<file path="config.mk">
export PLATFORM = sky130hd
export DESIGN_NAME = if_id_elastic_reg
export DESIGN_NICKNAME = d
export VERILOG_FILES = /design/src/rtl/mips_pipe_pkg.sv /design/src/rtl/pipe_skid_buf.sv /design/src/rtl/if_id_elastic_reg.sv
export SDC_FILE = /design/constraint.sdc
export NUM_CORES = 1
export LEC_CHECK = 0
export CORE_AREA = 2 2 123 125
export DETAILED_ROUTE_END_ITERATION = 12
export DIE_AREA = 0 0 125 127
export GPL_TIMING_DRIVEN = 0
export PLACE_DENSITY = 0.85
export SYNTH_ARGS = -nofsm -noshare
export SYNTH_HDL_FRONTEND = slang
export SYNTH_HIERARCHICAL = 1
export SYNTH_SLANG_ARGS = --single-unit
</file>
<file path="constraint.sdc">
create_clock -name clk -period 1.9 [get_ports clk]
set_input_delay 0.475 -clock clk [delete_from_list [all_inputs] [get_ports clk]]
set_output_delay 0.475 -clock clk [all_outputs]
set_load 0.1 [all_outputs]
</file>
<file path="src/rtl/mips_pipe_pkg.sv">
// mips_pipe_pkg: shared IF/ID widths, NOP encoding, payload struct and elastic-stage states
package mips_pipe_pkg;
  localparam int DEFAULT_INSTR_W = 32;
  localparam int DEFAULT_PC_W = 32;
  localparam logic [DEFAULT_INSTR_W-1:0] DEFAULT_NOP_INSTR = '0;
  typedef struct packed {
    logic [DEFAULT_INSTR_W-1:0] instr;
    logic [DEFAULT_PC_W-1:0]    pc4;
  } if_id_payload_t;
  typedef enum logic [1:0] {EMPTY, FULL, SKID} elastic_state_e;
endpackage

</file>
<file path="src/rtl/pipe_skid_buf.sv">
// pipe_skid_buf: 2-entry skid buffer (main + skid slot) with registered in_ready and sync flush
module pipe_skid_buf
  import mips_pipe_pkg::*;
#(
  parameter int W = 64
) (
  input  logic         clk,
  input  logic         rst,
  input  logic         flush_i,
  input  logic         in_valid_i,
  output logic         in_ready_o,
  input  logic [W-1:0] in_data_i,
  output logic         out_valid_o,
  input  logic         out_ready_i,
  output logic [W-1:0] out_data_o
);
  elastic_state_e state_q, state_d;
  logic [W-1:0] m_q, m_d, s_q, s_d;
  logic in_fire, out_fire;
  assign in_ready_o  = state_q != SKID;
  assign out_valid_o = state_q != EMPTY;
  assign out_data_o  = m_q;
  assign in_fire     = in_valid_i & in_ready_o;
  assign out_fire    = out_valid_o & out_ready_i;
  // next state: flush empties everything; data slots only load on a fire
  always_comb begin
    state_d = state_q;
    m_d = m_q;
    s_d = s_q;
    if (flush_i) state_d = EMPTY;
    else case (state_q)
      EMPTY: if (in_fire) begin
        state_d = FULL;
        m_d = in_data_i;
      end
      FULL: if (in_fire && out_fire) m_d = in_data_i;
      else if (in_fire) begin
        state_d = SKID;
        s_d = in_data_i;
      end
      else if (out_fire) state_d = EMPTY;
      default: if (out_fire) begin
        state_d = FULL;
        m_d = s_q;
      end
    endcase
  end
  // state and slot registers
  always_ff @(posedge clk) begin
    if (rst) begin
      state_q <= EMPTY;
      m_q <= '0;
      s_q <= '0;
    end else begin
      state_q <= state_d;
      m_q <= m_d;
      s_q <= s_d;
    end
  end
endmodule

</file>
<file path="src/rtl/if_id_elastic_reg.sv">
// if_id_elastic_reg: elastic IF/ID register with NOP substitution; IF_ID_PERF_CNT_EN adds stall/flush counters
module if_id_elastic_reg
  import mips_pipe_pkg::*;
#(
  parameter int INSTR_W = DEFAULT_INSTR_W,
  parameter int PC_W = DEFAULT_PC_W,
  parameter logic [INSTR_W-1:0] NOP_INSTR = INSTR_W'(DEFAULT_NOP_INSTR)
) (
  input  logic               clk,
  input  logic               reset,
  input  logic               in_valid,
  output logic               in_ready,
  input  logic [INSTR_W-1:0] in_instr,
  input  logic [PC_W-1:0]    in_pc4,
  input  logic               flush,
  output logic               out_valid,
  input  logic               out_ready,
  output logic [INSTR_W-1:0] out_instr,
  output logic [PC_W-1:0]    out_pc4
`ifdef IF_ID_PERF_CNT_EN
  ,
  output logic [31:0]        stall_cnt,
  output logic [31:0]        flush_cnt
`endif
);
  logic [INSTR_W+PC_W-1:0] out_data;
  pipe_skid_buf #(.W(INSTR_W + PC_W)) u_buf (
    .clk        (clk),
    .rst        (reset),
    .flush_i    (flush),
    .in_valid_i (in_valid),
    .in_ready_o (in_ready),
    .in_data_i  ({in_instr, in_pc4}),
    .out_valid_o(out_valid),
    .out_ready_i(out_ready),
    .out_data_o (out_data)
  );
  assign out_instr = out_valid ? out_data[PC_W +: INSTR_W] : NOP_INSTR;
  assign out_pc4   = out_valid ? out_data[PC_W-1:0] : '0;
`ifdef IF_ID_PERF_CNT_EN
  logic [31:0] stall_cnt_q, flush_cnt_q;
  assign stall_cnt = stall_cnt_q;
  assign flush_cnt = flush_cnt_q;
  // count decode stalls and flushes that squash a non-empty stage
  always_ff @(posedge clk) begin
    if (reset) begin
      stall_cnt_q <= '0;
      flush_cnt_q <= '0;
    end else begin
      if (out_valid && !out_ready) stall_cnt_q <= stall_cnt_q + 32'd1;
      if (flush && out_valid) flush_cnt_q <= flush_cnt_q + 32'd1;
    end
  end
`endif
endmodule

</file>
# Word-level counts from Yosys, hierarchy flattened
# Cells that the tools add are included.
word_totals:
  input_bits: 69
  ff_bits: 130
  out_inout_bits: 66
classes:
  muxes: 12
  n_reduce_logical: 8
  bitwise_logic: 4
  eq_ne: 6
op_table:
  columns: ["op", "n"]
  rows:
  - ["2-to-1 mux 64 bit", 3]
  - ["case mux 64 bit (2 select lines)", 1]
  - ["2-to-1 mux 32 bit", 2]
  - ["AND reduction 4 bit", 3]
  - ["2-to-1 mux 2 bit", 5]
  - ["inequality test 2 x 1 -> 1 bit, second input constant", 2]
  - ["inequality test 2 bit, second input constant", 2]
  - ["case mux 2 bit (2 select lines)", 1]
  - ["inequality test 3 x 1 -> 1 bit, second input constant", 1]
  - ["nonzero test 3 bit", 1]
  - ["AND 1 bit", 2]
  - ["equality test 2 x 1 -> 1 bit, second input constant", 1]
  - ["logical NOT 2 bit", 1]
  - ["inverter 1 bit", 2]
  - ["nonzero test 2 bit", 1]
  - ["OR reduction 2 bit", 1]
  - ["logical AND 1 bit", 1]

# Depth between registers and ports, before layout
logic_depth:
  depth_word: 6
  mapped_depth: 6
  mapped_depth_nobuf: 3

# Hierarchy
# Netlist, hierarchy kept.
modules_own_cells:
  columns: ["module", "seq_area_each_um2", "instances", "cells_per_inst", "area_each_um2"]
  rows:
  - ["pipe_skid_buf", 2602.5, 1, 585, 6241.0]
  - ["if_id_elastic_reg", 0.0, 1, 70, 510.5]

# Worst setup path before layout
# No wires, ideal clock.
synth_path:
  path_kind: "reg-to-output"
  startpoint: "register u_buf.state_q[1]"
  endpoint: "output out_instr[10]"
  arrival_ps: 2074
  setup_slack_ps: -649
  stages_incl_launch_ff: 7
  path_buffers: 4
  path_cell_list: "dfxtp_1 -> buf_6 -> buf_6 -> buf_2 -> or2_2 -> clkbuf_2 -> and2_2"
synth_between:
  elab_chain_len: 2
synth_lines:
  columns: ["element", "line", "text"]
  rows:
  - ["from (decl)", "pipe_skid_buf.sv:17", "elastic_state_e state_q, state_d;"]
  - ["from (signal assigned)", "pipe_skid_buf.sv:55", "state_q <= state_d;"]
  - ["nonzero test 2 bit", "pipe_skid_buf.sv:21", "assign out_valid_o = state_q != EMPTY;"]
  - ["named net out_valid", "if_id_elastic_reg.sv:16", "output logic out_valid,"]
  - ["2-to-1 mux 32 bit", "if_id_elastic_reg.sv:38", "assign out_instr = out_valid ? out_data[PC_W +: INSTR_W] : NOP_INSTR;"]
  - ["to (decl)", "if_id_elastic_reg.sv:18", "output logic [INSTR_W-1:0] out_instr,"]
# The timed path passes the listed nets, and every way through them passes these cells.

# Worst setup path in the final report
layout_path:
  startpoint: "register u_buf.state_q[0]"
  endpoint: "output out_instr[8]"
layout_between:
  elab_chain_len: 2
layout_lines:
  columns: ["element", "line"]
  rows:
  - ["nonzero test 2 bit", "pipe_skid_buf.sv:21"]
  - ["2-to-1 mux 32 bit", "if_id_elastic_reg.sv:38"]
# No other way between the ends.

==> results.sh <==
export IMPL_startpoint_type="register"
export IMPL_die_area_sq_mm=0.0159
export IMPL_vias=5299
export IMPL_final_setup_worst_slack_ns=-0.172
export IMPL_yosys_cell_types_count=22
export IMPL_drt_iter0_drc=289
export IMPL_drt_met1_wl_um=8090
export IMPL_clkLatencyLatePin_ns=0.42
export IMPL_synth_warnings=6
export IMPL_cp_max_fo=7
export IMPL_synth_top_cell_area_share=0.385
export IMPL_root_buffer="clkbuf_16"
export IMPL_hold_path_depth=2
export IMPL_p_leak_nw=3.39
export IMPL_grt_pass1_wl_um=28200
export IMPL_cpPeakStageDelay_ns=0.34
export IMPL_regToRegSetupSlack_ns=0.18
export IMPL_placeableCoreArea_sq_mm=0.0144
export IMPL_yosysTopAreaCell="dfxtp_1"
export IMPL_ios=135
export IMPL_first_global_vias=5474
export IMPL_reg2reg_depth=6
export IMPL_wl_per_cell_um=17.8
export IMPL_route_detailed_drc=0
export IMPL_antenna_left=0
export IMPL_syn_num_nets=724
export IMPL_dieWidth_um=125
export IMPL_port_buffers=133
export IMPL_fin_cells=1004
export IMPL_required_ns=1.42
export IMPL_gp_congestion=0.744
export IMPL_path_cells="or2_4, clkbuf_16, and2_4, buf_12"
export IMPL_post_place_cells=972
export IMPL_cts_buffers=17
export IMPL_post_route_period_util=1.09
export IMPL_cp_end_kind="output pin"
export IMPL_ys_ff_latch=130
export IMPL_hold_end="u_buf/s_q[10]$_SDFFE_PP0P_"
export IMPL_antennaDiodeCount=0
export IMPL_fillers=1086
export IMPL_synth_simple_area_share=0.198
export IMPL_syn_cell_area_sq_mm=0.00675
export IMPL_hold_viol_final=0
export IMPL_cts_sinks=130
export IMPL_syn_area_per_cell_sq_um=10.3
export IMPL_synthTopCellsByArea="dfxtp_1 (39%), mux2i_1 (19%), nand2b_1 (12%), a211oi_2 (11%), and2_2 (7.1%)"
export IMPL_critical_path_slowest_cell="dfxtp_4"
export IMPL_power_w=0.00674
export IMPL_layout_min_cycle_time_ns=2.07
export IMPL_grt_overflow_total=0
export IMPL_areaGrowthSynthToFinish_pct=43.7
export IMPL_clkSlewWorstSetupHoldPaths_ns=0.05
export IMPL_rows=44
export IMPL_grt_max_degree=17
export IMPL_p_per_area_mw_per_mm2=694
export IMPL_hold_buffers=0
export IMPL_status="complete, but fails checks"
export IMPL_maxCapViolations=0
export IMPL_drt_wl_total_um=17800
export IMPL_drtPass1Iterations=4
export IMPL_synth_xor_xnor_area_share=0
export IMPL_peakVddDrop_mv=0.602
export IMPL_rsz0062_at_grt="true"
export IMPL_stdcell_area_sq_mm=0.00970
export IMPL_setup_violations_final=64
export IMPL_fmax_mhz=483
export IMPL_dp_hpwl_um=11300
export IMPL_dpl_worst_slack_ns=-1.14
export IMPL_critical_path_class="register to output pin"
export IMPL_reg2reg_to="u_buf/out_data_o[49]$_SDFFE_PP0P_"
export IMPL_maxSlewHeadroom=0.645
export IMPL_grt_use_total=0.221
export IMPL_min_path_type="register to register"
export IMPL_htreeDepth=4
export IMPL_cp_data_arrival_time_ns=1.60
export IMPL_drive_gt1_frac=0.330
export IMPL_synth_compound_area_frac=0.167
export IMPL_highest_layer="met5"
export IMPL_synthAdderAreaFrac=0
export IMPL_muxShareOfSynthArea=0.191
export IMPL_finalMaxSlewViolations=0
export IMPL_synth_top_family_by_area="simple AND/OR/NAND/NOR gates"
export IMPL_wl_met2_um=8700
export IMPL_clockBufferDepth=2
export IMPL_wl_met3_um=741
export IMPL_final_nets=883
export IMPL_placedInstanceArea_sq_mm=0.00843
export IMPL_fin_worst_skew_ns=0.00527
export IMPL_violations="negative setup slack"
export IMPL_start_util=0.468
export IMPL_tightest_slew_ns=0.532
export IMPL_die_y_um=127
export IMPL_setup_tns_ns=-8.60
export IMPL_yosysSeqAreaShare=0.385
export IMPL_synth_cells=655
export IMPL_min_from="u_buf/s_q[10]$_SDFFE_PP0P_"
export IMPL_viasPerCell=5.28
export IMPL_tritoncts="built"
export IMPL_r2r_start="u_buf/state_q[1]$_SDFFE_PP0P_"
export IMPL_grt_antenna_before_repair=1
layout by cell type (no fill, tap or decap), types with 2 or more instances in the layout:
master and instances:
nand2b_1 130, mux2i_1 128, dfxtp_1 128, clkdlybuf4s50_1 67, a21oi_1 66, buf_12 64, and2_4 63, a211oi_2 60
buf_2 26, clkbuf_16 20, clkbuf_1 18, buf_6 15, buf_4 6, buf_8 4, a211oi_1 4, clkbuf_8 3
clkinv_2 2, or2_4 2, nor4_1 2, dfxtp_4 2
worst max-delay path, delay by kind of cell, from the launching register on:
kind	cells	cell delay, ns
buf+inv	2	0.34
simple gates	2	0.49
flops	1	0.34
synth_stat cells:
cell / count
mux2i_1: 128
buf_6: 14
nor3_1: 1
nand3b_1: 1
buf_2: 26
a211oi_2: 60
nor4_1: 2
dfxtp_1: 130
clkbuf_4: 1
o21bai_1: 1
clkbuf_2: 6
and2_2: 64
a21oi_1: 66
or2_2: 1
clkbuf_1: 14
nand2b_1: 130
nor2_1: 1
a211oi_1: 4
mux2_2: 1
buf_4: 2
and2_1: 1
o21ba_1: 1
what timing repair did:
action	4_1_cts	5_1_grt
pin swaps	8	4
buffers inserted	4	1
hold endpoints to repair	0	0
endpoints found under the setup margin	66	65
gates resized for setup	583	27
cloned	4	1
power by group:
part	leakage [nW]	internal, W	total (W)	switching (W)
clock	0.236	0.00167	0.00277	0.00109
combinational	2.10	0.000497	0.00107	0.000574
sequential	1.06	0.00283	0.00290	0.0000632
total	3.39	0.00500	0.00674	0.00173
flip-flops by register name (all words and copies together), names as in the netlist:
register          flops
u_buf/state_q         2
u_buf/out_data_o     64
u_buf/s_q            64
routing by layer:
layer	global-route usage	up-vias
met1	0.289	2550
met4	0.0784	2
met2	0.365	135
met3	0.0452	28
li1	-	2584
met5	0	-
stage by stage:
stage / hold slack (ns) / util
2_1_floorplan: 0.448 / -
3_3_place_gp: 0.458 / 0.584
3_5_place_dp: 0.463 / 0.584
4_1_cts: 0.474 / 0.665
5_1_grt: 0.483 / 0.673
6_report: 0.471 / 0.673
worst max-delay path by stage:
stage	cells after the start	from	slack (ns)	to
after floorplan	6	u_buf/state_q[1]$_SDFFE_PP0P_	-0.22	out_instr[10]
after global placement	7	u_buf/state_q[1]$_SDFFE_PP0P_	-1.13	out_instr[7]
after detailed placement	7	u_buf/state_q[1]$_SDFFE_PP0P_	-1.14	out_instr[7]
after CTS	5	u_buf/state_q[1]$_SDFFE_PP0P_	-0.30	out_pc4[25]
after global routing	4	u_buf/state_q[0]$_SDFFE_PP0P_	-0.21	out_instr[8]
final	4	u_buf/state_q[0]$_SDFFE_PP0P_	-0.17	out_instr[8]
final cells by class:
class / instances / area [sq um] / share of cell area
clock inverter: 2 / 10.0 / 0.00103
sequential: 130 / 2610 / 0.269
clock buffer: 23 / 468 / 0.0482
timing repair buffer: 142 / 2080 / 0.215
tap: 184 / 230 / 0.0237
buffer: 60 / 454 / 0.0468
multi-input combinational: 463 / 3850 / 0.396
cell families (layout without fill, tap and decap cells):
logic type             Yosys count  after routing
muxes                          129            129
AOI/OAI and AO/OA              132            132
DFF                            130            130
buffers and inverters           63            227
and+or+nand+nor                201            202
No activity file was read; power rests on OpenSTA's default activity.
